$ cat src/rtl/float_adder_if.sv
// Operand/result bundle for the binary16 adder.
// The master drives the operands; the slave returns the sum and the status flags.
interface float_adder_if;
  logic [15:0] num1;
  logic [15:0] num2;
  logic [15:0] result;
  logic        overflow;
  logic        zero;
  logic        nan;
  logic        precisionLost;

  modport master (
    output num1, num2,
    input  result, overflow, zero, nan, precisionLost
  );

  modport slave (
    input  num1, num2,
    output result, overflow, zero, nan, precisionLost
  );
endinterface

$ cat src/rtl/float_adder.sv
// binary16 adder/subtractor: truncating toward zero, with overflow/zero/nan/inexact flags.
// Combinational datapath followed by one registered output stage.
module float_adder (
  input  logic          clk,
  input  logic          rst,
  float_adder_if.slave  bus
);
  localparam int MANT_W  = 11;
  localparam int ALIGN_W = 32;
  localparam int SUM_W   = MANT_W + ALIGN_W + 1;

  logic        sign_a, sign_b;
  logic [4:0]  exp_a, exp_b;
  logic [9:0]  frac_a, frac_b;
  logic        nan_a, nan_b, inf_a, inf_b;
  logic [4:0]  eff_a, eff_b;
  logic [10:0] mant_a, mant_b;

  logic              a_ge_b;
  logic              sign_big;
  logic [4:0]        eff_big, exp_diff;
  logic [10:0]       mant_big, mant_small;
  logic [SUM_W-1:0]  big_al, small_al, sum;
  logic              carry;
  logic [5:0]        lz, sh, max_sh;
  logic [SUM_W-2:0]  norm;
  logic [5:0]        exp_n, exp_field;
  logic              lost;

  logic [15:0] result_p0, result_p1;
  logic        ovf_p0, zero_p0, nan_p0, lost_p0;
  logic        ovf_p1, zero_p1, nan_p1, lost_p1;

  // Leading-zero count over the 43-bit aligned magnitude (carry bit excluded).
  function automatic logic [5:0] lzc(input logic [SUM_W-2:0] v);
    logic [5:0] n;
    n = 6'd43;
    for (int i = 0; i < SUM_W - 1; i++)
      if (v[i]) n = 6'(42 - i);
    return n;
  endfunction

  // Truncation toward zero is simply dropping everything below the 10 kept fraction bits.
  function automatic logic [15:0] trunc_pack(input logic s, input logic [4:0] e,
                                             input logic [SUM_W-2:0] m);
    return {s, e, m[41:32]};
  endfunction

  function automatic logic [15:0] sat_inf(input logic s);
    return {s, 5'h1F, 10'h000};
  endfunction

  assign sign_a = bus.num1[15];
  assign exp_a  = bus.num1[14:10];
  assign frac_a = bus.num1[9:0];
  assign sign_b = bus.num2[15];
  assign exp_b  = bus.num2[14:10];
  assign frac_b = bus.num2[9:0];

  assign nan_a  = (exp_a == 5'h1F) && (frac_a != 10'd0);
  assign nan_b  = (exp_b == 5'h1F) && (frac_b != 10'd0);
  assign inf_a  = (exp_a == 5'h1F) && (frac_a == 10'd0);
  assign inf_b  = (exp_b == 5'h1F) && (frac_b == 10'd0);

  // Subnormals behave as exponent 1 with no hidden bit.
  assign eff_a  = (exp_a == 5'd0) ? 5'd1 : exp_a;
  assign eff_b  = (exp_b == 5'd0) ? 5'd1 : exp_b;
  assign mant_a = {exp_a != 5'd0, frac_a};
  assign mant_b = {exp_b != 5'd0, frac_b};

  // Stage p0: align, add/subtract, normalize, classify
  always_comb begin
    a_ge_b     = {eff_a, mant_a} >= {eff_b, mant_b};
    sign_big   = a_ge_b ? sign_a : sign_b;
    eff_big    = a_ge_b ? eff_a  : eff_b;
    exp_diff   = a_ge_b ? (eff_a - eff_b) : (eff_b - eff_a);
    mant_big   = a_ge_b ? mant_a : mant_b;
    mant_small = a_ge_b ? mant_b : mant_a;

    // 32 guard positions below the mantissa hold the largest possible shift exactly,
    // so the discarded-bit test below sees every bit that alignment pushed out.
    big_al   = {1'b0, mant_big,   {ALIGN_W{1'b0}}};
    small_al = {1'b0, mant_small, {ALIGN_W{1'b0}}} >> exp_diff;
    sum      = (sign_a ^ sign_b) ? (big_al - small_al) : (big_al + small_al);
    carry    = sum[SUM_W-1];

    lz     = lzc(sum[SUM_W-2:0]);
    max_sh = {1'b0, eff_big} - 6'd1;
    sh     = (lz > max_sh) ? max_sh : lz;

    if (carry) begin
      norm  = sum[SUM_W-1:1];
      exp_n = {1'b0, eff_big} + 6'd1;
      lost  = |sum[ALIGN_W:0];
    end else begin
      norm  = sum[SUM_W-2:0] << sh;
      exp_n = {1'b0, eff_big} - sh;
      lost  = |norm[ALIGN_W-1:0];
    end
    // Without a hidden bit after the shift the result is subnormal.
    exp_field = norm[SUM_W-2] ? exp_n : 6'd0;

    result_p0 = 16'h0000;
    ovf_p0    = 1'b0;
    zero_p0   = 1'b0;
    nan_p0    = 1'b0;
    lost_p0   = 1'b0;
    if (nan_a || nan_b || (inf_a && inf_b && (sign_a != sign_b))) begin
      result_p0 = 16'h7E00;
      nan_p0    = 1'b1;
    end else if (inf_a) begin
      result_p0 = bus.num1;
    end else if (inf_b) begin
      result_p0 = bus.num2;
    end else if (sum == '0) begin
      zero_p0 = 1'b1;
    end else if (exp_field >= 6'd31) begin
      result_p0 = sat_inf(sign_big);
      ovf_p0    = 1'b1;
      lost_p0   = lost;
    end else begin
      result_p0 = trunc_pack(sign_big, exp_field[4:0], norm);
      lost_p0   = lost;
    end
  end

  // Stage p1: registered outputs
  always_ff @(posedge clk) begin
    if (rst) begin
      result_p1 <= 16'h0000;
      ovf_p1    <= 1'b0;
      zero_p1   <= 1'b0;
      nan_p1    <= 1'b0;
      lost_p1   <= 1'b0;
    end else begin
      result_p1 <= result_p0;
      ovf_p1    <= ovf_p0;
      zero_p1   <= zero_p0;
      nan_p1    <= nan_p0;
      lost_p1   <= lost_p0;
    end
  end

  assign bus.result        = result_p1;
  assign bus.overflow      = ovf_p1;
  assign bus.zero          = zero_p1;
  assign bus.nan           = nan_p1;
  assign bus.precisionLost = lost_p1;
endmodule

$ cat src/flat_wrapper.sv
// flat-port wrapper written by rule: the top's interface ports become plain ports
module float_adder_flat 
  (clk, rst, bus_num1, bus_num2, bus_result, bus_overflow, bus_zero, bus_nan, bus_precisionLost);
  float_adder_if bus_i ();
  input  logic clk;
  input  logic rst;
  input wire logic [$bits(bus_i.num1)-1:0] bus_num1;
  input wire logic [$bits(bus_i.num2)-1:0] bus_num2;
  output wire logic [$bits(bus_i.result)-1:0] bus_result;
  output wire logic [$bits(bus_i.overflow)-1:0] bus_overflow;
  output wire logic [$bits(bus_i.zero)-1:0] bus_zero;
  output wire logic [$bits(bus_i.nan)-1:0] bus_nan;
  output wire logic [$bits(bus_i.precisionLost)-1:0] bus_precisionLost;
  assign bus_i.num1 = bus_num1;
  assign bus_i.num2 = bus_num2;
  assign bus_result = bus_i.result;
  assign bus_overflow = bus_i.overflow;
  assign bus_zero = bus_i.zero;
  assign bus_nan = bus_i.nan;
  assign bus_precisionLost = bus_i.precisionLost;
  float_adder u_core (.clk(clk), .rst(rst), .bus(bus_i));
endmodule
$ cat config.mk
export PLATFORM = sky130hd
export DESIGN_NAME = float_adder_flat
export DESIGN_NICKNAME = d
export VERILOG_FILES = /design/src/rtl/float_adder_if.sv /design/src/rtl/float_adder.sv /design/src/flat_wrapper.sv
export SDC_FILE = /design/constraint.sdc
export NUM_CORES = 1
export LEC_CHECK = 0
export BUFFER_PORTS_ARGS = -buffer_cell sky130_fd_sc_hd__buf_2
export CELL_PAD_IN_SITES_DETAIL_PLACEMENT = 1
export CELL_PAD_IN_SITES_GLOBAL_PLACEMENT = 2
export CORE_MARGIN = 3
export CORE_UTILIZATION = 33
export DETAILED_ROUTE_END_ITERATION = 8
export GPL_TIMING_DRIVEN = 0
export HOLD_SLACK_MARGIN = 0.06
export PLACE_DENSITY = 0.81
export SYNTH_ARGS = -nofsm -noshare
export SYNTH_HDL_FRONTEND = slang
export SYNTH_SLANG_ARGS = --single-unit
$ cat constraint.sdc
create_clock -name clk -period 12 [get_ports clk]
set_input_delay 1.2 -clock clk [delete_from_list [all_inputs] [get_ports clk]]
set_output_delay 1.2 -clock clk [all_outputs]
set_load 0.02 [all_outputs]
======== Word-level counts from Yosys, hierarchy flattened ========
Index checks and enable logic that the tools add are counted.
storage, ports and cells
  flip-flop bits (word level) ............. 20
  bits of input ports ..................... 34
  output and inout bits ................... 20
  logic and storage cells ................. 108
cells by class
  $add $sub $neg .......................... 7
  magnitude comparators ................... 3
  equality and inequality tests ........... 3
  shift operators ......................... 2
  multiplexer cells ....................... 64
  bitwise logic cells ..................... 1
  reductions and logical operators ........ 22
operator list
  kind                   count
  $mux W6                35
  $mux W16               3
  $add A43 B44 Y44       1
  $logic_not A44 Y1      1
  $mux W44               1
  $shr A43 B5 Y44        1
  $sub A43 B44 Y44       1
  $mux W43               1
  $shl A43 B6 Y43        1
  $reduce_or A33 Y1      1
  $mux W4                8
  $reduce_or A32 Y1      1
  $mux W15               2
  $mux W11               2
  $logic_not A10 Y1      2
  $mux W5                4
  $reduce_bool A10 Y1    2
  $ge A16 B16 Y1         1
  $eq A5 B5 Y1 const B   2
  $logic_not A5 Y1       2
  $reduce_bool A5 Y1     2
  $sub A5 B5 Y5          2
  $add A5 B1 Y6 const B  1
  $ge A6 B5 Y1 const B   1
  other kinds (12)       24

======== Longest topological paths before layout ========
  word-level depth ........................ 61
  depth in mapped cells ................... 64
  gate-level depth less buffers ........... 57

======== Worst setup path before layout ========
No wires, ideal clock.
  path kind ............................... input port to flip-flop
  start ................................... in bus_num2[12]
  end ..................................... reg u_core.result_p1[4] (netlist: u_core.bus.result[4])
  library setup time ...................... 0.145 ns
  arrival time ............................ 11.919 ns
  required time ........................... 11.855 ns
  slack ................................... -0.064 ns
  cell stages on the path ................. 55
  buffers on the path ..................... 10
  cell sequence ........................... or4_1 > nor2_2 > nor2_1 > ha_1 > inv_1 > ha_1 > or2_1 > buf_2 > a21oi_1 > maj3_1 > xnor2_1 > mux2_2 > buf_4 > buf_2 > clkbuf_1 > or2_2 > ha_1 > nor2b_1 > [... 19 more ...] > o2111ai_1 > o21ai_1 > inv_1 > clkbuf_1 > buf_2 > buf_1 > ha_1 > nand2_1 > fa_1 > inv_1 > a21oi_1 > o21bai_1 > xnor2_1 > or4b_2 > o21a_1 > o21ba_1 > buf_2 > a2111oi_2
on the way
  word-level cells in the longest chain between the ends .. 60
  elaborated cells between the ends (all ways) .. 80
  classes of those cells .................. 7 x add/sub; 3 x order compare; 1 x eq/ne; 2 x shift; 57 x mux; 10 x reduce/logical
RTL lines
  what                                                         line                                  source
  start, declared                                              flat_wrapper.sv:8                     input wire logic [$bits(bus_i.num2)-1:0] bus_num2;
  $logic_not A5 Y1                                             float_adder.sv:67                     assign eff_b = (exp_b == 5'd0) ? 5'd1 : exp_b;
  $mux W5                                                      float_adder.sv:67
  $ge A16 B16 Y1 / $sub A5 B5 Y5 (equally long branches)       float_adder.sv:73, float_adder.sv:76
  $mux W11 / $mux W5 (equally long branches)                   float_adder.sv:78, float_adder.sv:76
  $shr A43 B5 Y44                                              float_adder.sv:83                     small_al = {1'b0, mant_small, {ALIGN_W{1'b0}}} >> exp_diff;
  $add A43 B44 Y44 / $sub A43 B44 Y44 (equally long branches)  float_adder.sv:84                     sum = (sign_a ^ sign_b) ? (big_al - small_al) : (big_al + small_al);
  $mux W44                                                     float_adder.sv:84
  $mux W1                                                      float_adder.sv:39                     if (v[i]) n = 6'(42 - i);
  [... 44 more ...]                                            n/a
  $shl A43 B6 Y43 / $sub A5 B6 Y6 (equally long branches)      float_adder.sv:96, float_adder.sv:97
  $mux W43 / $mux W6 (equally long branches)                   float_adder.sv:91                     if (carry) begin
  $mux W6                                                      float_adder.sv:101                    exp_field = norm[SUM_W-2] ? exp_n : 6'd0;
  $ge A6 B5 Y1                                                 float_adder.sv:117                    end else if (exp_field >= 6'd31) begin
  $mux W15                                                     float_adder.sv:117
  $mux W16                                                     float_adder.sv:115                    end else if (sum == '0) begin
  $mux W16                                                     float_adder.sv:113                    end else if (inf_b) begin
  $mux W16                                                     float_adder.sv:111                    end else if (inf_a) begin
  end signal, assigned                                         float_adder.sv:136                    result_p1 <= result_p0;
  end, declared                                                float_adder.sv:30                     logic [15:0] result_p0, result_p1;
Parallel ways exist; a longest one is shown, timed or not.
A chain may end at the register's enable or synchronous reset.

======== Worst setup path after layout ========
  start ................................... in bus_num1[11]
  end ..................................... reg u_core.result_p1[2] (netlist: u_core.bus.result[2])
on the way
  word-level cells in the longest chain between the ends .. 60
  elaborated cells between the ends (all ways) .. 80
  classes of those cells .................. 7 x add/sub; 3 x order compare; 1 x eq/ne; 2 x shift; 57 x mux; 10 x reduce/logical
RTL lines
  what                                                         line                                  source
  start, declared                                              flat_wrapper.sv:7                     input wire logic [$bits(bus_i.num1)-1:0] bus_num1;
  $logic_not A5 Y1                                             float_adder.sv:66                     assign eff_a = (exp_a == 5'd0) ? 5'd1 : exp_a;
  $mux W5                                                      float_adder.sv:66
  $ge A16 B16 Y1 / $sub A5 B5 Y5 (equally long branches)       float_adder.sv:73, float_adder.sv:76
  $mux W11 / $mux W5 (equally long branches)                   float_adder.sv:78, float_adder.sv:76
  $shr A43 B5 Y44                                              float_adder.sv:83
  $add A43 B44 Y44 / $sub A43 B44 Y44 (equally long branches)  float_adder.sv:84
  $mux W44                                                     float_adder.sv:84
  $mux W1                                                      float_adder.sv:39
  [... 44 more ...]                                            n/a
  $shl A43 B6 Y43 / $sub A5 B6 Y6 (equally long branches)      float_adder.sv:96, float_adder.sv:97
  $mux W43 / $mux W6 (equally long branches)                   float_adder.sv:91
  $mux W6                                                      float_adder.sv:101
  $ge A6 B5 Y1                                                 float_adder.sv:117
  $mux W15                                                     float_adder.sv:117
  $mux W16                                                     float_adder.sv:115
  $mux W16                                                     float_adder.sv:113
  $mux W16                                                     float_adder.sv:111
Parallel ways exist; a longest one is shown, timed or not.

==> run metrics <==
Bufs on Longest Clock Path 2; CP max stage cell or4b_2; Crit Path Category in -> reg; Fill cells 3953; outcome completed; # diodes 0; fin util 40.9%; Hold Violations, Final 0; CP startpoint kind input pin; TritonCTS buffer count 3; worst slew pin tran 1.32 ns; Max FO, Critical Path 10; cell row count 64; setup slack after layout 0.287 ns; TNS Setup 0 ns; largest net degree at the start of global routing 20; sequential power share 3.1%; H-tree depth 1; area grow syn2layout 21.5%; Slew HR 11.3%; largest family of logic cells by synthesized area compound AO/OA/AOI/OAI gates; simple logic cell fraction of the synthesized area 26.7%; max cap viols 0; Routed Wire Length 53.3 mm; top cells by area, synth mux2i_1 (8.3%), ha_1 (6.6%), nand2_1 (5.5%); Worst path max stage delay 0.62 ns; CORE AREA 30700 um^2; synthesized cell area 10400 um^2; flops & latches, synth 20; crit-path leading delay family compound AO/OA/AOI/OAI gates; Yosys top cell by area mux2i_1; HPWL Detailed 42.6 mm; WL per Instance 26.6 um; Post-synth ARST share 0%; GRT Total Usage 30.3%; Hold WS 1.28 ns; Die X 183 um; post-synthesis compound-gate area fraction 36.7%; Post-layout nets 1702; mux share of post-synthesis cell area 12.8%; Worst-path clk slew 0.06 ns; CP Capture Type flop; Final min period 11.71 ns; Leak Pwr 5.02 nW; CP bufs+invs 11; Post-Place Cells 1954; VDD IR-drop max 138 uV; Detailed Route Iter0 Violations 1389; Setup violations, final 0; number of global-route vias before repair 13000; CTS tree built; Sw Ratio 61.0%; Syn Area/Cell 6.88 um^2; Sw Pwr 1.86 mW; internal power 1.19 mW; xor and xnor area share after synthesis 4.71%; Required @ worst endpoint 12.12 ns; RD Place Congestion 0.987; initial antenna violation count 0; cell area after placement 11100 um^2; CTS sink cnt 20; drt pass-1 iters 6; # IOs 54; IO buf count 51; Synth Area in Adders 7.32%; Residual DRC 0; critical path depth 51; crit share post-route 97.6%; GRT Residual Overflow 0; leading cell types in the layout, fill and taps excluded nand2_1 (145), nor2_1 (109), a21oi_1 (92); Crit path top cell by count buf_6; Max Slew Vio Count 0; Power, Total 3.04 mW; Cell variety after synth 123; most common flop cell mapped by yosys dfxtp_1; Starting Density 33.7%; antenna viol nets, final 0; Hold/Removal Path Class in -> reg; vias per inst 6.61; PwrDens 242 nW/um^2; Clock power frac 3.2%; Die Y 183 um; via count 13300; ratio of cells with drive above 1 in the final layout 25.4%; worst slack at placement -3.27 ns; Logic pwr share 93.7%; syn nets 1596; final non-filler cell total 2006; top cell type's share of synthesized area 8.31%; commonest non-fill, non-tap cell in the layout nand2_1; clk root buf clkbuf_16; CP Data Arrival Time 11.84 ns; Max Clock Freq 85.4 MHz; first-pass GRT wire length 80.1 mm; Post-Syn Instances 1505; Die ar. 33600 um^2; Post-synth EDFFs 0; yosys warns 0; hold depth 3; fin area 12600 um^2; sequential area share after synthesis 3.86%
## final timing paths
check / startpoint / slack, ns / endpoint
worst max-delay path: bus_num1[11] / 0.29 / u_core.bus.result[2]
worst min-delay path: bus_num1[15] / 1.28 / u_core.bus.result[15]
## flip-flops by register name (all words and copies together), names as in the netlist
| signal | flops |
|---|---|
| u_core.bus.nan | 1 |
| u_core.bus.overflow | 1 |
| u_core.bus.precisionLost | 1 |
| u_core.bus.result | 16 |
| u_core.bus.zero | 1 |
## layer usage
layer	vias up	routed length (um)	track usage, %
li1	5968	-	-
met1	6548	23300	42.2
met4	0	2110	9.41
met2	627	23700	48.4
met5	-	0	0
met3	121	4260	4.58
## area by class of cell
cell class | count | area [um^2] | share of cell area [%]
inverters | 64 | 248 | 1.97
flip-flops and latches | 20 | 400 | 3.18
multi-input cells | 1313 | 9920 | 78.8
clock inverters | 1 | 30.0 | 0.239
clock buffers | 3 | 75.1 | 0.596
repair buffers | 112 | 721 | 5.73
plain buffers | 97 | 697 | 5.54
well taps | 396 | 495 | 3.94
## cell usage after synthesis (13+ instances only)
cell,n
nor3_1,42
dfxtp_1,20
nand4_1,21
nor2_1,120
nor4_1,18
a21o_1,18
xnor2_1,31
mux2i_1,86
o21ai_0,94
o211ai_1,30
inv_1,63
buf_2,37
or4_1,13
nand2_1,151
or3_1,13
clkbuf_1,44
and3_1,17
a31oi_1,29
a211o_1,14
a21oi_1,109
xor2_1,16
ha_1,55
mux2_2,27
and2_1,24
a211oi_1,37
nand3_1,53
## kinds of logic (layout without fill, tap and decap cells)
logic type | after synthesis | in the layout
AO/OA/AOI/OAI | 534 | 534
XOR/XNOR | 51 | 51
adder cells (fa/ha/maj) | 60 | 60
buffers and inverters | 172 | 277
flip-flops | 20 | 20
multiplexers | 122 | 122
other | 1 | 1
AND/OR/NAND/NOR | 545 | 545
## power by group through the flow
| stage | Clock, mW | Combinational [mW] | Sequential (mW) |
|---|---|---|---|
| global placement | 0 | 2.39 | 0.0933 |
| detailed placement | 0 | 2.41 | 0.0946 |
| finish | 0.0976 | 2.85 | 0.0930 |
| CTS | 0.0994 | 2.58 | 0.0932 |
| global route | 0.101 | 3.01 | 0.0951 |
| floorplan | 0 | 1.64 | 0.120 |
## timing repair
| action | 4_1_cts | 5_1_grt |
|---|---|---|
| setup buffers | 27 | 31 |
| gates cloned | 1 | 0 |
| pin swaps | 22 | 43 |
| endpoints found under the setup margin | 17 | 17 |
| hold buffers | 0 | 0 |
| gates resized for setup | 129 | 123 |
(Power assumes the default switching activity.)
